### config.mk
export PLATFORM = sky130hd
export DESIGN_NAME = fp_mult_seq
export DESIGN_NICKNAME = d
export VERILOG_FILES = /design/src/rtl/fp_pkg.sv /design/src/rtl/fp_mult_seq_mant.sv /design/src/rtl/fp_mult_seq.sv
export SDC_FILE = /design/constraint.sdc
export NUM_CORES = 1
export LEC_CHECK = 0
export CAP_MARGIN = 5
export CORE_MARGIN = 2
export CORE_UTILIZATION = 45
export DETAILED_ROUTE_END_ITERATION = 16
export PLACE_DENSITY = 0.62
export SLEW_MARGIN = 20
export SYNTH_ARGS = -nofsm -noshare
export SYNTH_HDL_FRONTEND = slang
export SYNTH_SLANG_ARGS = --single-unit
### constraint.sdc
create_clock -name clock -period 4.8 [get_ports clock]
set_input_delay 0.48 -clock clock [delete_from_list [all_inputs] [get_ports clock]]
set_output_delay 0.48 -clock clock [all_outputs]
set_load 0.005 [all_outputs]
### src/rtl/fp_pkg.sv
// Shared definitions for the sequential single-precision multiplier.
//   FP_BIAS / FP_EXP_MAX / FP_QNAN : IEEE-754 single constants
//   state_t                        : controller states
//   cls_t                          : special-operand classes
//   classify()                     : folds two operands into one result class
package fp_pkg;

  localparam int          FP_BIAS    = 127;
  localparam int          FP_EXP_MAX = 255;
  localparam logic [31:0] FP_QNAN    = 32'h7FC0_0000;

  typedef enum logic [2:0] {IDLE, UNPACK, MULT, NORM, ROUND, DONE} state_t;
  typedef enum logic [1:0] {CLS_NORMAL, CLS_ZERO, CLS_INF, CLS_NAN} cls_t;

  // Denormals (exp==0) count as zero. Inf x 0 is invalid and yields NaN.
  function automatic cls_t classify(input logic [31:0] a, input logic [31:0] b);
    logic zero_a, zero_b, inf_a, inf_b, nan_a, nan_b;
    zero_a = (a[30:23] == 8'h00);
    zero_b = (b[30:23] == 8'h00);
    inf_a  = (a[30:23] == 8'hFF) && (a[22:0] == 23'h0);
    inf_b  = (b[30:23] == 8'hFF) && (b[22:0] == 23'h0);
    nan_a  = (a[30:23] == 8'hFF) && (a[22:0] != 23'h0);
    nan_b  = (b[30:23] == 8'hFF) && (b[22:0] != 23'h0);
    if (nan_a || nan_b || (inf_a && zero_b) || (inf_b && zero_a)) return CLS_NAN;
    if (inf_a || inf_b)   return CLS_INF;
    if (zero_a || zero_b) return CLS_ZERO;
    return CLS_NORMAL;
  endfunction

endpackage

### src/rtl/fp_mult_seq_mant.sv
// 24x24 unsigned shift-add multiplier, one multiplier bit per cycle, LSB first.
//   clock, reset : clock, async active-low reset
//   load         : capture a/b, clear accumulator, start a 24-step run
//   a, b         : multiplicand, multiplier
//   p            : accumulator; holds the full product once the run ends
//   last         : high during the final (24th) step
module mant_mult_seq (
  input  logic        clock,
  input  logic        reset,
  input  logic        load,
  input  logic [23:0] a,
  input  logic [23:0] b,
  output logic [47:0] p,
  output logic        last
);

  logic [47:0] mcand;
  logic [23:0] mplier;
  logic [47:0] acc;
  logic [4:0]  cnt;
  logic        run;

  always_ff @(posedge clock or negedge reset) begin
    if (!reset) begin
      mcand  <= '0;
      mplier <= '0;
      acc    <= '0;
      cnt    <= '0;
      run    <= 1'b0;
    end else if (load) begin
      mcand  <= {24'h0, a};
      mplier <= b;
      acc    <= '0;
      cnt    <= '0;
      run    <= 1'b1;
    end else if (run) begin
      // The multiplicand walks left so each step adds it at the weight of
      // the multiplier bit currently sitting in mplier[0].
      if (mplier[0]) acc <= acc + mcand;
      mcand  <= mcand << 1;
      mplier <= mplier >> 1;
      cnt    <= cnt + 5'd1;
      if (cnt == 5'd23) run <= 1'b0;
    end
  end

  assign p    = acc;
  assign last = run && (cnt == 5'd23);

endmodule

### src/rtl/fp_mult_seq.sv
// Sequential IEEE-754 single-precision multiplier with fixed 27-cycle latency.
//   clock, reset     : clock, async active-low reset
//   start            : operand-valid pulse, accepted only in IDLE
//   InputX, InputY   : operands
//   busy             : operation in flight (UNPACK through DONE)
//   done             : one-cycle strobe, FinalProduct newly updated
//   FinalProduct     : packed product, held until the next done
//   dbg_state        : current controller state
//
// Handshake: start is a request sampled on a rising edge only while busy is
// low; there is no back-pressure and no queueing, so a start seen while busy
// is dropped. busy rises the cycle after acceptance and falls together with
// done; done is high for exactly one cycle, 27 edges after acceptance.
module fp_mult_seq
  import fp_pkg::*;
(
  input  logic        clock,
  input  logic        reset,
  input  logic        start,
  input  logic [31:0] InputX,
  input  logic [31:0] InputY,
  output logic        busy,
  output logic        done,
  output logic [31:0] FinalProduct,
  output state_t      dbg_state
);

  localparam logic signed [9:0] BIAS10 = 10'(FP_BIAS);

  state_t             state, state_nxt;
  logic [31:0]        op_a, op_b;
  logic               sign_r;
  logic signed [9:0]  exp_r;
  cls_t               cls_r;
  logic [46:0]        norm_m;

  logic [23:0]        mant_a, mant_b;
  logic               mult_load, mult_last;
  logic [47:0]        mult_p;

  // Denormal operands feed a zero mantissa; their class already forces zero.
  assign mant_a = (op_a[30:23] == 8'h00) ? 24'h0 : {1'b1, op_a[22:0]};
  assign mant_b = (op_b[30:23] == 8'h00) ? 24'h0 : {1'b1, op_b[22:0]};

  mant_mult_seq u_mant (
    .clock (clock),
    .reset (reset),
    .load  (mult_load),
    .a     (mant_a),
    .b     (mant_b),
    .p     (mult_p),
    .last  (mult_last)
  );

  always_ff @(posedge clock or negedge reset) begin
    if (!reset) state <= IDLE;
    else        state <= state_nxt;
  end

  always_comb begin
    state_nxt = state;
    mult_load = 1'b0;
    case (state)
      IDLE:   if (start) state_nxt = UNPACK;
      UNPACK: begin
        mult_load = 1'b1;
        state_nxt = MULT;
      end
      MULT:   if (mult_last) state_nxt = NORM;
      NORM:   state_nxt = ROUND;
      ROUND:  state_nxt = DONE;
      DONE:   state_nxt = IDLE;
      default: state_nxt = IDLE;
    endcase
  end

  assign busy      = (state != IDLE);
  assign done      = (state == DONE);
  assign dbg_state = state;

  // Rounding: after NORM the leading one sits at bit 46.
  logic [23:0]       m24;
  logic              guard_b, round_b, sticky_b, round_up;
  logic [24:0]       m25;
  logic signed [9:0] exp_fin;
  logic [22:0]       frac;
  logic [31:0]       packed_res;

  always_comb begin
    m24      = norm_m[46:23];
    guard_b  = norm_m[22];
    round_b  = norm_m[21];
    sticky_b = |norm_m[20:0];
    round_up = guard_b & (round_b | sticky_b | m24[0]);
    m25      = {1'b0, m24} + {24'h0, round_up};
    // Carry-out means the mantissa rolled over to 2.0: renormalise.
    exp_fin  = exp_r + 10'(m25[24]);
    frac     = m25[24] ? m25[23:1] : m25[22:0];
    packed_res = {sign_r, exp_fin[7:0], frac};
    case (cls_r)
      CLS_NAN:  packed_res = FP_QNAN;
      CLS_INF:  packed_res = {sign_r, 8'hFF, 23'h0};
      CLS_ZERO: packed_res = {sign_r, 31'h0};
      default: begin
        if (exp_fin >= FP_EXP_MAX)  packed_res = {sign_r, 8'hFF, 23'h0};
        else if (exp_fin <= 0)      packed_res = {sign_r, 31'h0};
      end
    endcase
  end

  always_ff @(posedge clock or negedge reset) begin
    if (!reset) begin
      op_a         <= '0;
      op_b         <= '0;
      sign_r       <= 1'b0;
      exp_r        <= '0;
      cls_r        <= CLS_NORMAL;
      norm_m       <= '0;
      FinalProduct <= '0;
    end else begin
      case (state)
        IDLE: if (start) begin
          op_a <= InputX;
          op_b <= InputY;
        end
        UNPACK: begin
          sign_r <= op_a[31] ^ op_b[31];
          exp_r  <= $signed({2'b00, op_a[30:23]}) + $signed({2'b00, op_b[30:23]}) - BIAS10;
          cls_r  <= classify(op_a, op_b);
        end
        NORM: begin
          // Product in [2,4): shift right once, folding the dropped bit
          // into the lowest (sticky) position so rounding still sees it.
          if (mult_p[47]) begin
            norm_m <= {mult_p[47:2], |mult_p[1:0]};
            exp_r  <= exp_r + 10'sd1;
          end else begin
            norm_m <= mult_p[46:0];
          end
        end
        ROUND: FinalProduct <= packed_res;
        default: ;
      endcase
    end
  end

endmodule

* After elaboration in Yosys (flattened, before gate mapping) *
Cells that the tools add are included.

word-level totals
  register bits after elaboration = 285
  bits of input ports = 67
  output and inout bits = 37
  logic and storage cells = 109

cells by class
  $add $sub $neg = 7
  order comparisons = 2
  eq/ne operators = 14
  mux-type cells = 40
  bitwise logic cells = 4
  reductions and logical operators = 29

operators by type and width
  cell                                                                                  number
  48-bit 2-to-1 mux                                                                     5
  24-bit 2-to-1 mux                                                                     4
  32-bit case mux with 3 select lines                                                   1
  31-bit 2-to-1 mux                                                                     2
  48-bit adder                                                                          1
  47-bit 2-to-1 mux                                                                     1
  23-bit logical NOT                                                                    2
  23-bit nonzero test                                                                   2
  24-bit by 1-bit adder with 25-bit output                                              1
  23-bit 2-to-1 mux                                                                     1
  21-bit OR reduction                                                                   1
  10-bit case mux with 2 select lines                                                   1
  8-bit equality test, second input constant                                            2
  8-bit logical NOT                                                                     2
  3-bit case mux with 5 select lines                                                    1
  1-bit 2-to-1 mux                                                                      13
  2-bit 2-to-1 mux                                                                      6
  10-bit by 1-bit adder with 10-bit output                                              1
  10-bit by 2-bit adder with 10-bit output, second input constant                       1
  10-bit by 9-bit greater-or-equal comparator with 1-bit output, second input constant  1
  10-bit by 1-bit <= comparator with 1-bit output, second input constant                1
  10-bit 2-to-1 mux                                                                     1
  5-bit 2-to-1 mux                                                                      2
  9-bit by 7-bit subtractor with 10-bit output, second input constant                   1
  21 further kinds                                                                      42

* Longest topological paths before layout *
Gate-level depths: netlist of run 1.

  depth after elaboration = 15
  mapped depth = 18
  gate-level depth less buffers = 18

* Cells and area by module *
From an unflattened synthesis of run 1, not the netlist that was laid out.

unflattened totals
  cells, all modules = 1716
  area, all modules = 16369.4 µm²

by module, submodules not included
  module         times used  cells each  area each (µm²)  sequential area each (µm²)
  fp_mult_seq    1           844         8474.4           3978.8
  mant_mult_seq  1           872         7895.1           3153.0

* Worst setup path before layout of run 1 *
OpenSTA, ideal clock, no wires.

  path kind = flip-flop to flip-flop
  start point = reg norm_m[23]
  end point = reg FinalProduct[2]
  library setup time = 0.118 ns
  arrival = 3.438 ns
  data required time = 4.682 ns
  path slack = 1.244 ns
  stages on the path, launching flop included = 19
  buffers on the path = 1
  period minus slack after synthesis = 3.556 ns
  cell sequence = dfrtp_1 -> and2_1 -> ha_1 -> and2_1 -> nand4_1 -> nor2_1 -> nand2_1 -> nor2_1 -> ha_1 -> ha_1 -> nand3_1 -> nor2_1 -> xnor2_1 -> o41ai_1 -> nand2_1 -> nand3_1 -> buf_4 -> a211oi_1 -> a21o_1

on the way
  word-level cells in the longest chain between the ends = 8
  elaborated cells between the ends (all ways) = 10
  classes of those cells = add/sub (2); order compare (2); mux (4); bitwise (2)

ends and longest elaborated chain
  what                                             line                RTL
  from (decl)                                      fp_mult_seq.sv:35   logic [46:0] norm_m;
  from (signal assigned)                           fp_mult_seq.sv:135  norm_m <= {mult_p[47:2], |mult_p[1:0]};
  from (signal assigned)                           fp_mult_seq.sv:138  norm_m <= mult_p[46:0];
  1-bit OR                                         fp_mult_seq.sv:94   round_up = guard_b & (round_b | sticky_b | m24[0]);
  1-bit bitwise AND                                fp_mult_seq.sv:94
  24-bit by 1-bit adder with 25-bit output (*)     fp_mult_seq.sv:95   m25 = {1'b0, m24} + {24'h0, round_up};
  10-bit by 1-bit adder with 10-bit output         fp_mult_seq.sv:97   exp_fin = exp_r + 10'(m25[24]);
  10-bit by 1-bit <= comparator with 1-bit output  fp_mult_seq.sv:106  else if (exp_fin <= 0) packed_res = {sign_r, 31'h0};
  31-bit 2-to-1 mux                                fp_mult_seq.sv:106
  31-bit 2-to-1 mux (*)                            fp_mult_seq.sv:105  if (exp_fin >= FP_EXP_MAX) packed_res = {sign_r, 8'hFF, 23'h0};
  32-bit case mux with 3 select lines (*)          fp_mult_seq.sv:100  case (cls_r)
  to (signal assigned)                             fp_mult_seq.sv:141  ROUND: FinalProduct <= packed_res;
  to (decl)                                        fp_mult_seq.sv:24   output logic [31:0] FinalProduct,

Every way passes the cells marked *; elsewhere a longest branch is shown, timed or not.
A chain may end at the register's enable or synchronous reset.

* Final worst setup path of run 1 *
  start point = reg norm_m[23]
  end point = reg FinalProduct[7]

The elaborated chain is that of the path after synthesis.

==> impl_metrics.env, run 1 <==
export IMPL_crit_slowest_cell="o41ai_1"
export IMPL_core_um2=35300
export IMPL_ios=104
export IMPL_synth_edf_count=0
export IMPL_ant_nets=0
export IMPL_synthMostInstantiatedCell="dfrtp_1"
export IMPL_grt_pass1_vias=12000
export IMPL_antenna_found_initial=0
export IMPL_syn_inst=1686
export IMPL_leakage_uw=0.00823
export IMPL_dieArea_um2=37100
export IMPL_violations="negative hold slack"
export IMPL_rrSetupSlack_ns=0.57
export IMPL_switching_share_pct=41.2
export IMPL_post_synth_top_area_cell="dfrtp_1"
export IMPL_reg2reg_depth=19
export IMPL_skew_ns=0.0218
export IMPL_maxCapViolCount=0
export IMPL_cts_buffers=31
export IMPL_period_needed_ns=4.23
export IMPL_rsz0062_at_grt="false"
export IMPL_areaGrowthSynthToFinish_pct=15.4
export IMPL_routed_wl_um=36300
export IMPL_r2r_end="FinalProduct[7]$_DFFE_PN0P_"
export IMPL_seqPwrFrac_pct=33.6
export IMPL_crit_type="flip-flop to flip-flop"
export IMPL_holdWs_ns=-0.0150
export IMPL_worstSetupStartpointType="flip-flop"
export IMPL_vias=12300
export IMPL_clock_path_buffers=3
export IMPL_slew_viol_final=0
export IMPL_nFillCells=3295
export IMPL_synthDistinctLibCells=70
export IMPL_internal_power_uw=7950
export IMPL_slowest_delay_ns=0.51
export IMPL_drc=0
export IMPL_ys_ff_latch=285
export IMPL_async_flop_share_pct=100
export IMPL_rows=69
export IMPL_fp_dieW_um=192
export IMPL_layout_nets=1871
export IMPL_status="complete, but fails checks"
export IMPL_grt_max_degree=120
export IMPL_fin_crit_sh_pct=88.2
export IMPL_port_buffers=103
export IMPL_hold_class="primary input to async pin"
export IMPL_tightest_slew_ns=1.02
export IMPL_syn_num_nets=1822
export IMPL_hold_viol=25
export IMPL_cts_setup_buffers=0
export IMPL_synth_top_area_share_pct=44.6
export IMPL_dieHeight_um=192
export IMPL_n_antenna_cell=0
export IMPL_multi_input_area_um2=8340
export IMPL_detailed_place_hpwl_um=25900
export IMPL_htreeDepth=1
export IMPL_path_delay_family="simple AND/OR/NAND/NOR gates"
export IMPL_comb_power_share_pct=47.6
export IMPL_grtUsageTotal_pct=20.0
export IMPL_worstPathCellList="and2_1 > ha_1 > and2_1 > nand4_1 > nor2_1 > nand2_1 > nor2_1 > buf_4 > ha_1 > ha_1 > nand3_1 > nor2_1 > xnor2_1 > o41ai_1 > nand2_1 > nand3_1 > buf_4 > or3_4 > o21ai_0"
export IMPL_cts_sinks=285
export IMPL_cts_clk_slew_worst_paths_ns=0.06
export IMPL_worst_slack_ns=0.569
export IMPL_cts_resized=0
export IMPL_drive_gt1_share_pct=9.10
export IMPL_synthFlopType="dfrtp_1"
export IMPL_critPathRequiredTime_ns=5.23
export IMPL_end_kind="flip-flop"
export IMPL_via_per_inst=5.54
export IMPL_clkPwrFrac_pct=18.7
export IMPL_cp_buffers_inverters=2
export IMPL_drt_iter0_markers=601
export IMPL_fin_setup_tns_ns=0
export IMPL_setup_viol=0
export IMPL_ctsRootBufferMaster="clkbuf_16"
export IMPL_cp_arrival_ns=4.66
export IMPL_grt_pass1_wl_um=60900
export IMPL_fmax_mhz=236
export IMPL_r2r_start="norm_m[23]$_DFFE_PN0P_"
export IMPL_max_slew_margin_pct=31.5
export IMPL_vdd_drop_max_uv=350
export IMPL_synth_seq_area_share_pct=44.6
export IMPL_insertion_delay_ns=0.57
export IMPL_pre_cts_ws_ns=0.432
export IMPL_firstDrtPassIters=5
export IMPL_holdBufCountCts=0
export IMPL_syn_cell_area_um2=16000
export IMPL_yosys_top_cells_count="dfrtp_1, nand2_1, a21oi_1"
export IMPL_cts_tree="built"
export IMPL_power_switching_uw=5580
export IMPL_syn_area_per_cell_um2=9.48
export IMPL_path_max_fanout=13
export IMPL_cellPowerDensity_nw_per_um2=733
export IMPL_post_drt_wl_per_cell_um=16.3
export IMPL_yosysWarnings=0
export IMPL_initial_utilization_pct=45.3
export IMPL_gp_congestion=0.871
export IMPL_grt_ovfl_total=0
export IMPL_regArea_um2=7140
export IMPL_synth_area_top_cells="dfrtp_1, mux2i_1, a21oi_1"
layout by cell type (no fill, tap or decap), drive strengths merged, types with 22 or more instances in the layout:
cell type	synthesis	layout
ha	67	67
dfrtp	285	285
a21o	26	26
mux2i	122	122
nand2	193	193
nand4	26	26
nor2	111	111
clkdlybuf4s50	0	102
xnor2	42	42
nor3	22	22
clkbuf	78	37
inv	33	34
xor2	26	26
a21oi	177	177
nand3	46	46
o21ai	140	140
mux2	60	60
metrics by stage:
step                      util, %  power (µW)  hold WS [ns]  std cells  area (µm²)
after floorplan                 -        9300         0.184       1686       16000
after global placement       49.1       10900         0.456       2162       17300
after detailed placement     49.1       11000         0.464       2162       17300
after CTS                    52.2       13600        0.0280       2218       18400
after global routing         52.3       14700        0.0598       2219       18500
final                        52.3       13500       -0.0150       2219       18500
cell type report:
type	instances	area share [%]
Tap cell	461	3.12
Clock buffer	37	4.60
Sequential cell	285	38.7
Timing Repair Buffer	121	6.48
Clock inverter	19	1.29
Multi-Input combinational cell	1263	45.2
Inverter	33	0.671
routing by layer:
| layer | share of wire [%] | track usage (%) | vias up |
|---|---|---|---|
| li1 | - | - | 6153 |
| met1 | 48 | 27.6 | 5908 |
| met2 | 47 | 34.2 | 184 |
| met3 | 3.0 | 2.04 | 39 |
| met4 | 1.7 | 3.85 | 0 |
| met5 | 0 | 0 | - |
worst max-delay path by stage:
stage | start | to | slack, ns | depth (start not counted)
after floorplan | norm_m[23]$_DFFE_PN0P_ | FinalProduct[2]$_DFFE_PN0P_ | 1.24 | 18
after global placement | norm_m[23]$_DFFE_PN0P_ | FinalProduct[3]$_DFFE_PN0P_ | 0.59 | 19
after detailed placement | norm_m[23]$_DFFE_PN0P_ | FinalProduct[7]$_DFFE_PN0P_ | 0.43 | 19
after CTS | norm_m[23]$_DFFE_PN0P_ | FinalProduct[7]$_DFFE_PN0P_ | 0.37 | 19
after global routing | norm_m[23]$_DFFE_PN0P_ | FinalProduct[7]$_DFFE_PN0P_ | 0.21 | 19
final | norm_m[23]$_DFFE_PN0P_ | FinalProduct[7]$_DFFE_PN0P_ | 0.57 | 19
power by group through the flow:
stage,Clock (µW),Combinational [µW],Sequential [µW]
final,2530,6450,4550
after global routing,2700,7330,4720
after CTS,2590,6470,4550
after detailed placement,0,6430,4590
after global placement,0,6330,4550
after floorplan,0,5130,4170
sequential cells by signal, summed over array words and instances (netlist names):
signal         cells
u_mant.p          48
u_mant.mplier     24
u_mant.mcand      48
norm_m            47
FinalProduct      32
op_b              32
u_mant.run         1
sign_r             1
dbg_state          3
cls_r              2
exp_r             10
op_a              32
u_mant.cnt         5
worst register-to-register path, cell delays in order (launching register included):
cell and delay [ns]:
dfrtp_1 0.37, and2_1 0.19, ha_1 0.21, and2_1 0.22
nand4_1 0.18, nor2_1 0.29, nand2_1 0.12, nor2_1 0.10
buf_4 0.14, ha_1 0.18, ha_1 0.24, nand3_1 0.16
nor2_1 0.28, xnor2_1 0.10, o41ai_1 0.51, nand2_1 0.18
nand3_1 0.11, buf_4 0.19, or3_4 0.20, o21ai_0 0.11
cells by family (layout without fill, tap and decap cells):
| family | after synthesis | after routing | synth area share [%] |
|---|---|---|---|
| DFF | 285 | 285 | 44.6 |
| muxes | 182 | 182 | 11.9 |
| AOI/OAI and AO/OA | 453 | 453 | 16.6 |
| buffers and inverters | 138 | 210 | 3.44 |
| adders and majority gates | 69 | 69 | 5.49 |
| xor gates and xnor gates | 68 | 68 | 3.73 |
| and+or+nand+nor | 491 | 491 | 14.3 |
(Power assumes the default switching activity.)
==> run 2, diff against run 1 <==
--- a/config.mk
+++ b/config.mk
@@ -9,6 +9,7 @@
 export CORE_MARGIN = 2
 export CORE_UTILIZATION = 45
 export DETAILED_ROUTE_END_ITERATION = 16
+export MAX_ROUTING_LAYER = met4
 export PLACE_DENSITY = 0.62
 export SLEW_MARGIN = 20
 export SYNTH_ARGS = -nofsm -noshare
==> run 2 against run 1 <==
Net effect:
- the run now ends clean
- first-iteration DRC count shrank 5.0%
- critical path depth unchanged
- combinational power hardly changed
- sequential cell count stayed put
- final cell count up 0.18%
- critical path type unchanged
- critical endpoint is now FinalProduct[9]$_DFFE_PN0P_
==> impl_metrics.env, run 2 (synthesized netlist as in run 1, its figures left out) <==
export IMPL_status="completed"
export IMPL_cellPowerDensity_nw_per_um2=736
export IMPL_tightest_slew_ns=1.02
export IMPL_grt_max_degree=129
export IMPL_drc=0
export IMPL_slew_viol_final=0
export IMPL_grtUsageTotal_pct=21.1
export IMPL_skew_ns=0.0194
export IMPL_vdd_drop_max_uv=367
export IMPL_reg2reg_depth=19
export IMPL_hold_class="primary input to async pin"
export IMPL_internal_power_uw=7980
export IMPL_port_buffers=103
export IMPL_vias=12300
export IMPL_fin_setup_tns_ns=0
export IMPL_maxCapViolCount=0
export IMPL_drt_iter0_markers=571
export IMPL_insertion_delay_ns=0.53
export IMPL_drive_gt1_share_pct=8.74
export IMPL_cts_clk_slew_worst_paths_ns=0.06
export IMPL_period_needed_ns=4.33
export IMPL_end_kind="flip-flop"
export IMPL_comb_power_share_pct=47.6
export IMPL_detailed_place_hpwl_um=25900
export IMPL_areaGrowthSynthToFinish_pct=15.4
export IMPL_r2r_start="norm_m[23]$_DFFE_PN0P_"
export IMPL_initial_utilization_pct=45.3
export IMPL_dieArea_um2=37100
export IMPL_final_cell_mix="dfrtp_1, nand2_1, a21oi_1"
export IMPL_n_antenna_cell=0
export IMPL_path_max_fanout=13
export IMPL_rsz0062_at_grt="false"
export IMPL_cts_sinks=285
export IMPL_clkPwrFrac_pct=19.0
export IMPL_seqPwrFrac_pct=33.4
export IMPL_post_drt_wl_per_cell_um=16.5
export IMPL_leakage_uw=0.00824
export IMPL_cts_resized=0
export IMPL_max_slew_margin_pct=31.9
export IMPL_gp_congestion=0.885
export IMPL_layout_nets=1872
export IMPL_dieHeight_um=192
export IMPL_worstSetupStartpointType="flip-flop"
export IMPL_critPathRequiredTime_ns=5.18
export IMPL_cts_setup_buffers=0
export IMPL_setup_viol=0
export IMPL_via_per_inst=5.52
export IMPL_routed_wl_um=36600
export IMPL_fp_dieW_um=192
export IMPL_hold_viol=0
export IMPL_clock_path_buffers=3
export IMPL_switching_share_pct=41.2
export IMPL_ant_nets=0
export IMPL_cts_buffers=34
export IMPL_r2r_end="FinalProduct[9]$_DFFE_PN0P_"
export IMPL_holdBufCountCts=0
export IMPL_fin_crit_sh_pct=90.2
export IMPL_power_switching_uw=5600
export IMPL_cts_tree="built"
export IMPL_rows=69
export IMPL_ctsRootBufferMaster="clkbuf_16"
export IMPL_grt_ovfl_total=0
export IMPL_layout_commonest_cell="dfrtp_1"
export IMPL_firstDrtPassIters=5
export IMPL_antenna_found_initial=0
export IMPL_cp_arrival_ns=4.71
export IMPL_grt_pass1_vias=12200
export IMPL_core_um2=35300
export IMPL_crit_type="flip-flop to flip-flop"
export IMPL_nFillCells=3289
export IMPL_post_route_util_pct=52.3
export IMPL_ios=104
export IMPL_rrSetupSlack_ns=0.47
export IMPL_grt_pass1_wl_um=62000
export IMPL_fmax_mhz=231
export IMPL_htreeDepth=2
==> run 2: critical path: stages, from the launching register on <==
cell and delay (ns):
dfrtp_1 0.38, and2_1 0.20, ha_1 0.21, and2_1 0.21, nand4_1 0.18, nor2_1 0.27
nand2_1 0.11, nor2_1 0.11, buf_4 0.14, ha_1 0.18, ha_1 0.23, nand3_1 0.16
nor2_1 0.23, xnor2_1 0.09, o41ai_1 0.51, nand2_1 0.19, nand3_1 0.11, buf_4 0.19
or3_1 0.32, o21ai_0 0.16
==> run 2: metal layers <==
layer | vias to the layer above | routed length [µm] | global-route usage, %
met5 | - | 0 | -
met4 | 0 | 688 | 5.20
met3 | 44 | 1220 | 2.73
met2 | 184 | 17200 | 34.3
met1 | 5877 | 17500 | 28.1
li1 | 6160 | - | -
==> run 2: area by class of cell <==
type	instances	area [µm²]	area share [%]
repair buffers	119	1160	6.27
well taps	461	577	3.13
multi-input cells	1263	8330	45.1
clock buffers	52	1010	5.47
clock inverters	10	119	0.644
flip-flops and latches	285	7140	38.7
inverters	33	124	0.671
==> run 2: worst max path at each step <==
stage                      startpoint                           end  slack, ns  depth (start not counted)
6_report       norm_m[23]$_DFFE_PN0P_   FinalProduct[9]$_DFFE_PN0P_       0.47                         19
5_1_grt        norm_m[23]$_DFFE_PN0P_  FinalProduct[13]$_DFFE_PN0P_      0.006                         19
4_1_cts        norm_m[23]$_DFFE_PN0P_   FinalProduct[9]$_DFFE_PN0P_       0.42                         19
3_5_place_dp   norm_m[23]$_DFFE_PN0P_   FinalProduct[9]$_DFFE_PN0P_       0.42                         19
3_3_place_gp   norm_m[23]$_DFFE_PN0P_   FinalProduct[5]$_DFFE_PN0P_       0.60                         19
2_1_floorplan  norm_m[23]$_DFFE_PN0P_   FinalProduct[2]$_DFFE_PN0P_       1.24                         18
==> run 2: through the flow <==
step | cell area (µm²) | setup slack (ns) | cells | hold WS [ns] | total power (µW)
6_report | 18500 | 0.472 | 2223 | 0.0376 | 13600
5_1_grt | 18500 | 0.00649 | 2223 | 0.111 | 14800
4_1_cts | 18500 | 0.415 | 2223 | 0.0846 | 13700
3_5_place_dp | 17300 | 0.417 | 2161 | 0.466 | 11000
3_3_place_gp | 17300 | 0.602 | 2161 | 0.460 | 10900
2_1_floorplan | 16000 | 1.24 | 1686 | 0.184 | 9300
==> run 2: power by group through the flow <==
stage / Sequential (µW) / Combinational (µW) / Clock (µW)
detailed placement: 4570 / 6440 / 0
CTS: 4540 / 6500 / 2650
global placement: 4540 / 6330 / 0
finish: 4540 / 6460 / 2580
global route: 4710 / 7350 / 2760
floorplan: 4170 / 5130 / 0
